<file path="config.mk">
export PLATFORM = sky130hd
export DESIGN_NAME = trap_sequencer
export DESIGN_NICKNAME = d
export VERILOG_FILES = /design/src/rtl/trap_sequencer.sv
export SDC_FILE = /design/constraint.sdc
export NUM_CORES = 1
export LEC_CHECK = 0
export CORE_UTILIZATION = 30
export DETAILED_ROUTE_END_ITERATION = 7
export PLACE_DENSITY = 0.67
export REMOVE_ABC_BUFFERS = 1
export SYNTH_ARGS = -nofsm -noshare
export SYNTH_HDL_FRONTEND = slang
export SYNTH_SLANG_ARGS = --single-unit
</file>
<file path="constraint.sdc">
create_clock -name i_clk -period 3.9 [get_ports i_clk]
set_input_delay 0.78 -clock i_clk [delete_from_list [all_inputs] [get_ports i_clk]]
set_output_delay 0.78 -clock i_clk [all_outputs]
set_load 0.05 [all_outputs]
</file>
<file path="src/rtl/trap_sequencer.sv">
// Trap/mret sequencer: picks one event, drains the pipe, then emits one commit pulse and one flush.
// Optional per-kind commit counters are compiled in with `define TRAP_SEQ_PERF_EN.
module trap_sequencer #(
  parameter int unsigned DRAIN_MAX = 8,
  parameter logic [31:0] IRQ_CAUSE = 32'h8000000B
) (
  input  logic        i_clk,
  input  logic        i_reset,
  input  logic [3:0]  i_exc_valid,
  input  logic [31:0] i_exc_pc,
  input  logic        i_irq_pending,
  input  logic        i_is_mret,
  input  logic [31:0] i_current_pc,
  input  logic [1:0]  i_current_privilege,
  input  logic        i_pipe_busy,
  output logic        o_trap_valid,
  output logic [31:0] o_trap_cause,
  output logic [31:0] o_trap_instr_pc,
  output logic        o_mret_valid,
  output logic        o_stall,
  output logic        o_flush,
  output logic        o_drain_timeout
`ifdef TRAP_SEQ_PERF_EN
  ,
  output logic [15:0] o_exc_count,
  output logic [15:0] o_irq_count
`endif
);

  localparam int unsigned CntW = $clog2(DRAIN_MAX + 1);
  localparam logic [CntW-1:0] CntMax = CntW'(DRAIN_MAX);

  typedef enum logic [1:0] {
    StIdle,
    StDrain,
    StCommit,
    StFlush
  } state_e;

  typedef enum logic [1:0] {
    KindNone,
    KindExc,
    KindIrq,
    KindMret
  } kind_e;

  state_e          r_state;
  state_e          w_state_next;
  kind_e           r_kind;
  kind_e           w_kind_next;
  logic [31:0]     r_cause;
  logic [31:0]     w_cause_next;
  logic [31:0]     r_pc;
  logic [31:0]     w_pc_next;
  logic [CntW-1:0] r_cnt;
  logic [CntW-1:0] w_cnt_next;
  logic [CntW-1:0] w_cnt_inc;
  logic            r_timeout;
  logic            w_timeout_next;
  logic            w_exc_any;
  logic [31:0]     w_exc_cause;

  // Lowest set index wins; ecall cause depends on the privilege sampled this cycle.
  function automatic logic [31:0] f_exc_cause(input logic [3:0] exc, input logic [1:0] priv);
    logic [31:0] cause;
    if (exc[0]) begin
      cause = 32'd0;
    end else if (exc[1]) begin
      cause = 32'd2;
    end else if (exc[2]) begin
      cause = 32'd3;
    end else if (priv == 2'b11) begin
      cause = 32'd11;
    end else begin
      cause = 32'd8;
    end
    return cause;
  endfunction

  assign w_exc_any   = |i_exc_valid;
  assign w_exc_cause = f_exc_cause(i_exc_valid, i_current_privilege);
  assign w_cnt_inc   = r_cnt + {{(CntW-1){1'b0}}, 1'b1};

  always_comb begin
    w_state_next    = r_state;
    w_kind_next     = r_kind;
    w_cause_next    = r_cause;
    w_pc_next       = r_pc;
    w_cnt_next      = r_cnt;
    w_timeout_next  = r_timeout;
    o_trap_valid    = 1'b0;
    o_trap_cause    = 32'd0;
    o_trap_instr_pc = 32'd0;
    o_mret_valid    = 1'b0;
    o_stall         = 1'b0;
    o_flush         = 1'b0;

    case (r_state)
      StIdle: begin
        w_cnt_next = '0;
        if (w_exc_any) begin
          w_kind_next  = KindExc;
          w_cause_next = w_exc_cause;
          w_pc_next    = i_exc_pc;
          w_state_next = StDrain;
        end else if (i_irq_pending) begin
          w_kind_next  = KindIrq;
          w_cause_next = IRQ_CAUSE;
          w_pc_next    = i_current_pc;
          w_state_next = StDrain;
        end else if (i_is_mret) begin
          w_kind_next  = KindMret;
          w_state_next = StDrain;
        end
      end

      StDrain: begin
        o_stall    = 1'b1;
        w_cnt_next = w_cnt_inc;
        // A late exception overrides a pending irq/mret; the drain count keeps running.
        if (w_exc_any && (r_kind != KindExc)) begin
          w_kind_next  = KindExc;
          w_cause_next = w_exc_cause;
          w_pc_next    = i_exc_pc;
        end
        if (!i_pipe_busy) begin
          w_state_next = StCommit;
        end else if (w_cnt_inc == CntMax) begin
          w_state_next   = StCommit;
          w_timeout_next = 1'b1;
        end
      end

      StCommit: begin
        o_stall = 1'b1;
        if (r_kind == KindMret) begin
          o_mret_valid = 1'b1;
        end else begin
          o_trap_valid    = 1'b1;
          o_trap_cause    = r_cause;
          o_trap_instr_pc = r_pc;
        end
        w_state_next = StFlush;
      end

      StFlush: begin
        o_stall      = 1'b1;
        o_flush      = 1'b1;
        w_cnt_next   = '0;
        w_state_next = StIdle;
      end

      default: begin
        w_state_next = StIdle;
      end
    endcase
  end

  always_ff @(posedge i_clk or posedge i_reset) begin
    if (i_reset) begin
      r_state   <= StIdle;
      r_kind    <= KindNone;
      r_cause   <= 32'd0;
      r_pc      <= 32'd0;
      r_cnt     <= '0;
      r_timeout <= 1'b0;
    end else begin
      r_state   <= w_state_next;
      r_kind    <= w_kind_next;
      r_cause   <= w_cause_next;
      r_pc      <= w_pc_next;
      r_cnt     <= w_cnt_next;
      r_timeout <= w_timeout_next;
    end
  end

  assign o_drain_timeout = r_timeout;

`ifdef TRAP_SEQ_PERF_EN
  logic [15:0] r_exc_count;
  logic [15:0] r_irq_count;

  always_ff @(posedge i_clk or posedge i_reset) begin
    if (i_reset) begin
      r_exc_count <= 16'd0;
      r_irq_count <= 16'd0;
    end else if (r_state == StCommit) begin
      if ((r_kind == KindExc) && (r_exc_count != 16'hFFFF)) begin
        r_exc_count <= r_exc_count + 16'd1;
      end
      if ((r_kind == KindIrq) && (r_irq_count != 16'hFFFF)) begin
        r_irq_count <= r_irq_count + 16'd1;
      end
    end
  end

  assign o_exc_count = r_exc_count;
  assign o_irq_count = r_irq_count;
`endif

endmodule
</file>
==> summary.md <==
| Metric | Value |
|---|---|
| Status | finished clean |
| Ant diodes | 0 |
| GRT Total Usage | 12.33% |
| Sequential share of the synthesized area | 38.35% |
| Via density | 4.192 |
| # DRC | 0 |
| Placed Area | 4109 um2 |
| Initial core utilization | 31.34% |
| Total number of vias | 2071 |
| Antenna Nets Post-Route | 0 |
| #FFs+latches synth | 45 |
| Cts repair resizes | 0 |
| Slew HR | 37.97% |
| Mapped Cells | 249 |
| Register clock-pin slew on the reported worst setup and hold paths | 80 ps |
| Register area | 1126 um2 |
| Setup slack, reg-to-reg | 1290 ps |
| Power, Total | 3.107 mW |
| Initial antenna violation count | 0 |
| Slowest cell delay on critical path | 810 ps |
| Simple-gate share of the synthesized area | 12.27% |
| Finished Cell Area | 4213 um2 |
| Post-CTS Setup Repair Bufs | 0 |
| Ys async rst share | 100.0% |
| Reg-to-reg endpoint | r_pc[17] |
| WL/cell | 12.84 um |
| Post-Synth XOR/XNOR Area | 0.2983% |
| Inserted Clock Buffers | 5 |
| Clock root buffer | clkbuf_8 |
| Fmax | 0.3087 GHz |
| Layout cell share with drive strength beyond 1 | 23.84% |
| Clock Latency Late Sink | 290 ps |
| Row count | 35 |
| Overflow after GRT | 0 |
| Hold_ws | 500.7 ps |
| Layout Nets | 447 |
| Multi-input gate area | 1603 um2 |
| Total Routed Length | 6.345 mm |
| First-pass GRT wire length | 9.901 mm |
| Layout area overhead | 43.46% |
| GP Congestion | 0.7175 |
| First drt pass iteration count | 4 |
| H-Tree Depth | 2 |
| Final Max Tran Viols | 0 |
| RSZ-0062 raised after global routing | no |
| Peak supply drop | 0.2905 mV |
| Crit. End Element | output port |
| Slew @ Worst Pin | 929.1 ps |
| Ports | 144 |
| Main combinational cell family by area after synthesis | multiplexers |
| Largest net degree at the start of global routing | 46 |
| Total negative slack | 0 ps |
| Worst Hold End | o_drain_timeout |
| Hold crit path type | reg2reg |
| Hold buffers post-CTS | 0 |
| Adder-Cell Fraction of Synth Area | 2.983% |
| Critical Path Start | r_state[0] |
| Reg-to-Reg Start | r_state[1] |
| Compound-Gate Fraction of Synth Area | 4.644% |
| Pwr Density | 737.6 nW/um2 |
| Syn_area_per_cell | 11.79 um2 |
| Number of max-cap violations | 0 |
| FF-to-FF path depth | 7 |
| Final setup vio count | 0 |
| Mapped Area | 2937 um2 |
| Die area | 10190 um2 |
| Clock buffer depth | 2 |
| Final cycle utilization of the critical path | 83.06% |
| I/O Buffers | 115 |
| Leakage | 1.789 nW |
| Drt first-iter violations | 26 |
| CTS tree | built |
| Clk sink count | 45 |
| Yosys warns | 0 |
| Final hold violation count | 0 |
| Worst Path Required | 3120 ps |
| FILL cells | 872 |
| Top FF cell, synth | dfrtp_1 |
| Die Span Y | 100.9 um |
| Fin util | 44.95% |
| Number of flops mapped to enable cells by yosys | 0 |
| Setup crit start kind | register |
| CP Data Arrival Time | 2460 ps |
| Critical path, cell by cell | inv_1 -> ha_1 -> a21boi_2 -> buf_4 -> and2_1 -> clkdlybuf4s50_1 |
| Commonest non-fill, non-tap cell in the layout | clkdlybuf4s50_1 |
| Synth unique cells | 34 |
| Crit-path slowest cell | clkdlybuf4s50_1 |
| Worst-path maximum fanout | 15 |
| Hold_sp | o_drain_timeout |
| Post-route minimum period | 3239 ps |
| Die X-Extent | 100.9 um |
| Critical path class | reg2out |
| Clock Skew | 7.151 ps |
| Most frequent cells in the layout | 115 x clkdlybuf4s50_1, 45 x dfrtp_1, 39 x mux2_2 |
| Mux contribution to synthesized area | 30.46% |
| Hpwl dp | 4.817 mm |
| Vias in the first global route | 2063 |
| Core Box Area | 9371 um2 |
| Hold depth | 1 |
-- per-layer routing --
metal  part of all wire (%)  vias to the layer above  GRT usage [%]
met5                      0                        -              0
met4                   0.16                        0          1.672
met3                    7.6                        2          2.843
met2                     47                       88          21.34
met1                     46                      957          16.03
li1                       -                     1024              -
-- synthesized netlist by cell type (2+ instances only) --
cell	number	area share [%]
o31ai_1	2	0.51
a22o_1	2	0.60
mux2i_1	2	0.68
dfrtp_1	45	38
ha_1	7	3.0
nand3_1	2	0.34
mux2_4	29	15
a21oi_1	5	0.85
nand2b_1	3	0.64
buf_4	31	7.9
and2_1	37	7.9
buf_6	4	1.5
clkbuf_1	3	0.38
inv_1	8	1.0
nand2_1	8	1.0
mux2_2	39	15
o22ai_1	2	0.43
nor2_1	2	0.26
o21ai_0	3	0.51
-- stage by stage --
stage	cells	worst slack, ps
finish	494	660.7
CTS	494	610.3
detailed placement	487	764.9
global route	494	477.3
floorplan	238	278.5
global placement	487	810.5
-- logic make-up (layout without fill, tap and decap cells) --
| group | after synthesis | in the layout |
|---|---|---|
| buffers and inverters | 46 | 135 |
| adder cells (fa/ha/maj) | 7 | 7 |
| AND/OR/NAND/NOR | 59 | 59 |
| XOR/XNOR | 1 | 1 |
| other | 1 | 28 |
| multiplexers | 70 | 70 |
| flip-flops | 45 | 45 |
| AO/OA/AOI/OAI | 20 | 20 |
-- cell type report --
cell class | count | area share, %
clock inverter | 2 | 0.8316
inverter | 8 | 0.7128
clock buffer | 5 | 1.634
multi-input combinational | 185 | 38.05
sequential | 45 | 26.73
timing repair buffer | 120 | 28.22
tap | 129 | 3.831
-- worst max-delay path by stage --
stage / to / cells past startpoint
finish: o_trap_cause[31] / 6
global route: o_trap_instr_pc[1] / 6
CTS: o_trap_cause[31] / 6
global placement: r_pc[2] / 5
floorplan: o_trap_cause[0] / 4
detailed placement: r_pc[17] / 5
-- critical path: cells and delay by family (launching register included) --
family | cells | cell delay (ps)
and+or+nand+nor | 1 | 180
adders and majority gates | 1 | 210
AOI/OAI and AO/OA | 1 | 200
buffers and inverters | 3 | 1170
DFF | 1 | 410
-- state kept, by name (all words and copies together) (netlist names) --
register / cells
r_cnt: 4
r_state: 2
r_kind: 2
r_pc: 32
o_drain_timeout: 1
r_cause: 4
-- report_power, final --
| part | switching, mW | leakage [nW] | total (mW) | internal, mW |
|---|---|---|---|---|
| Combinational | 1.09 | 1.19 | 1.98 | 0.886 |
| Sequential | 0.110 | 0.541 | 0.793 | 0.682 |
| Clock | 0.152 | 0.0540 | 0.338 | 0.186 |
| Total | 1.35 | 1.79 | 3.11 | 1.75 |
Note: power is estimated with default switching activity, not from simulation.
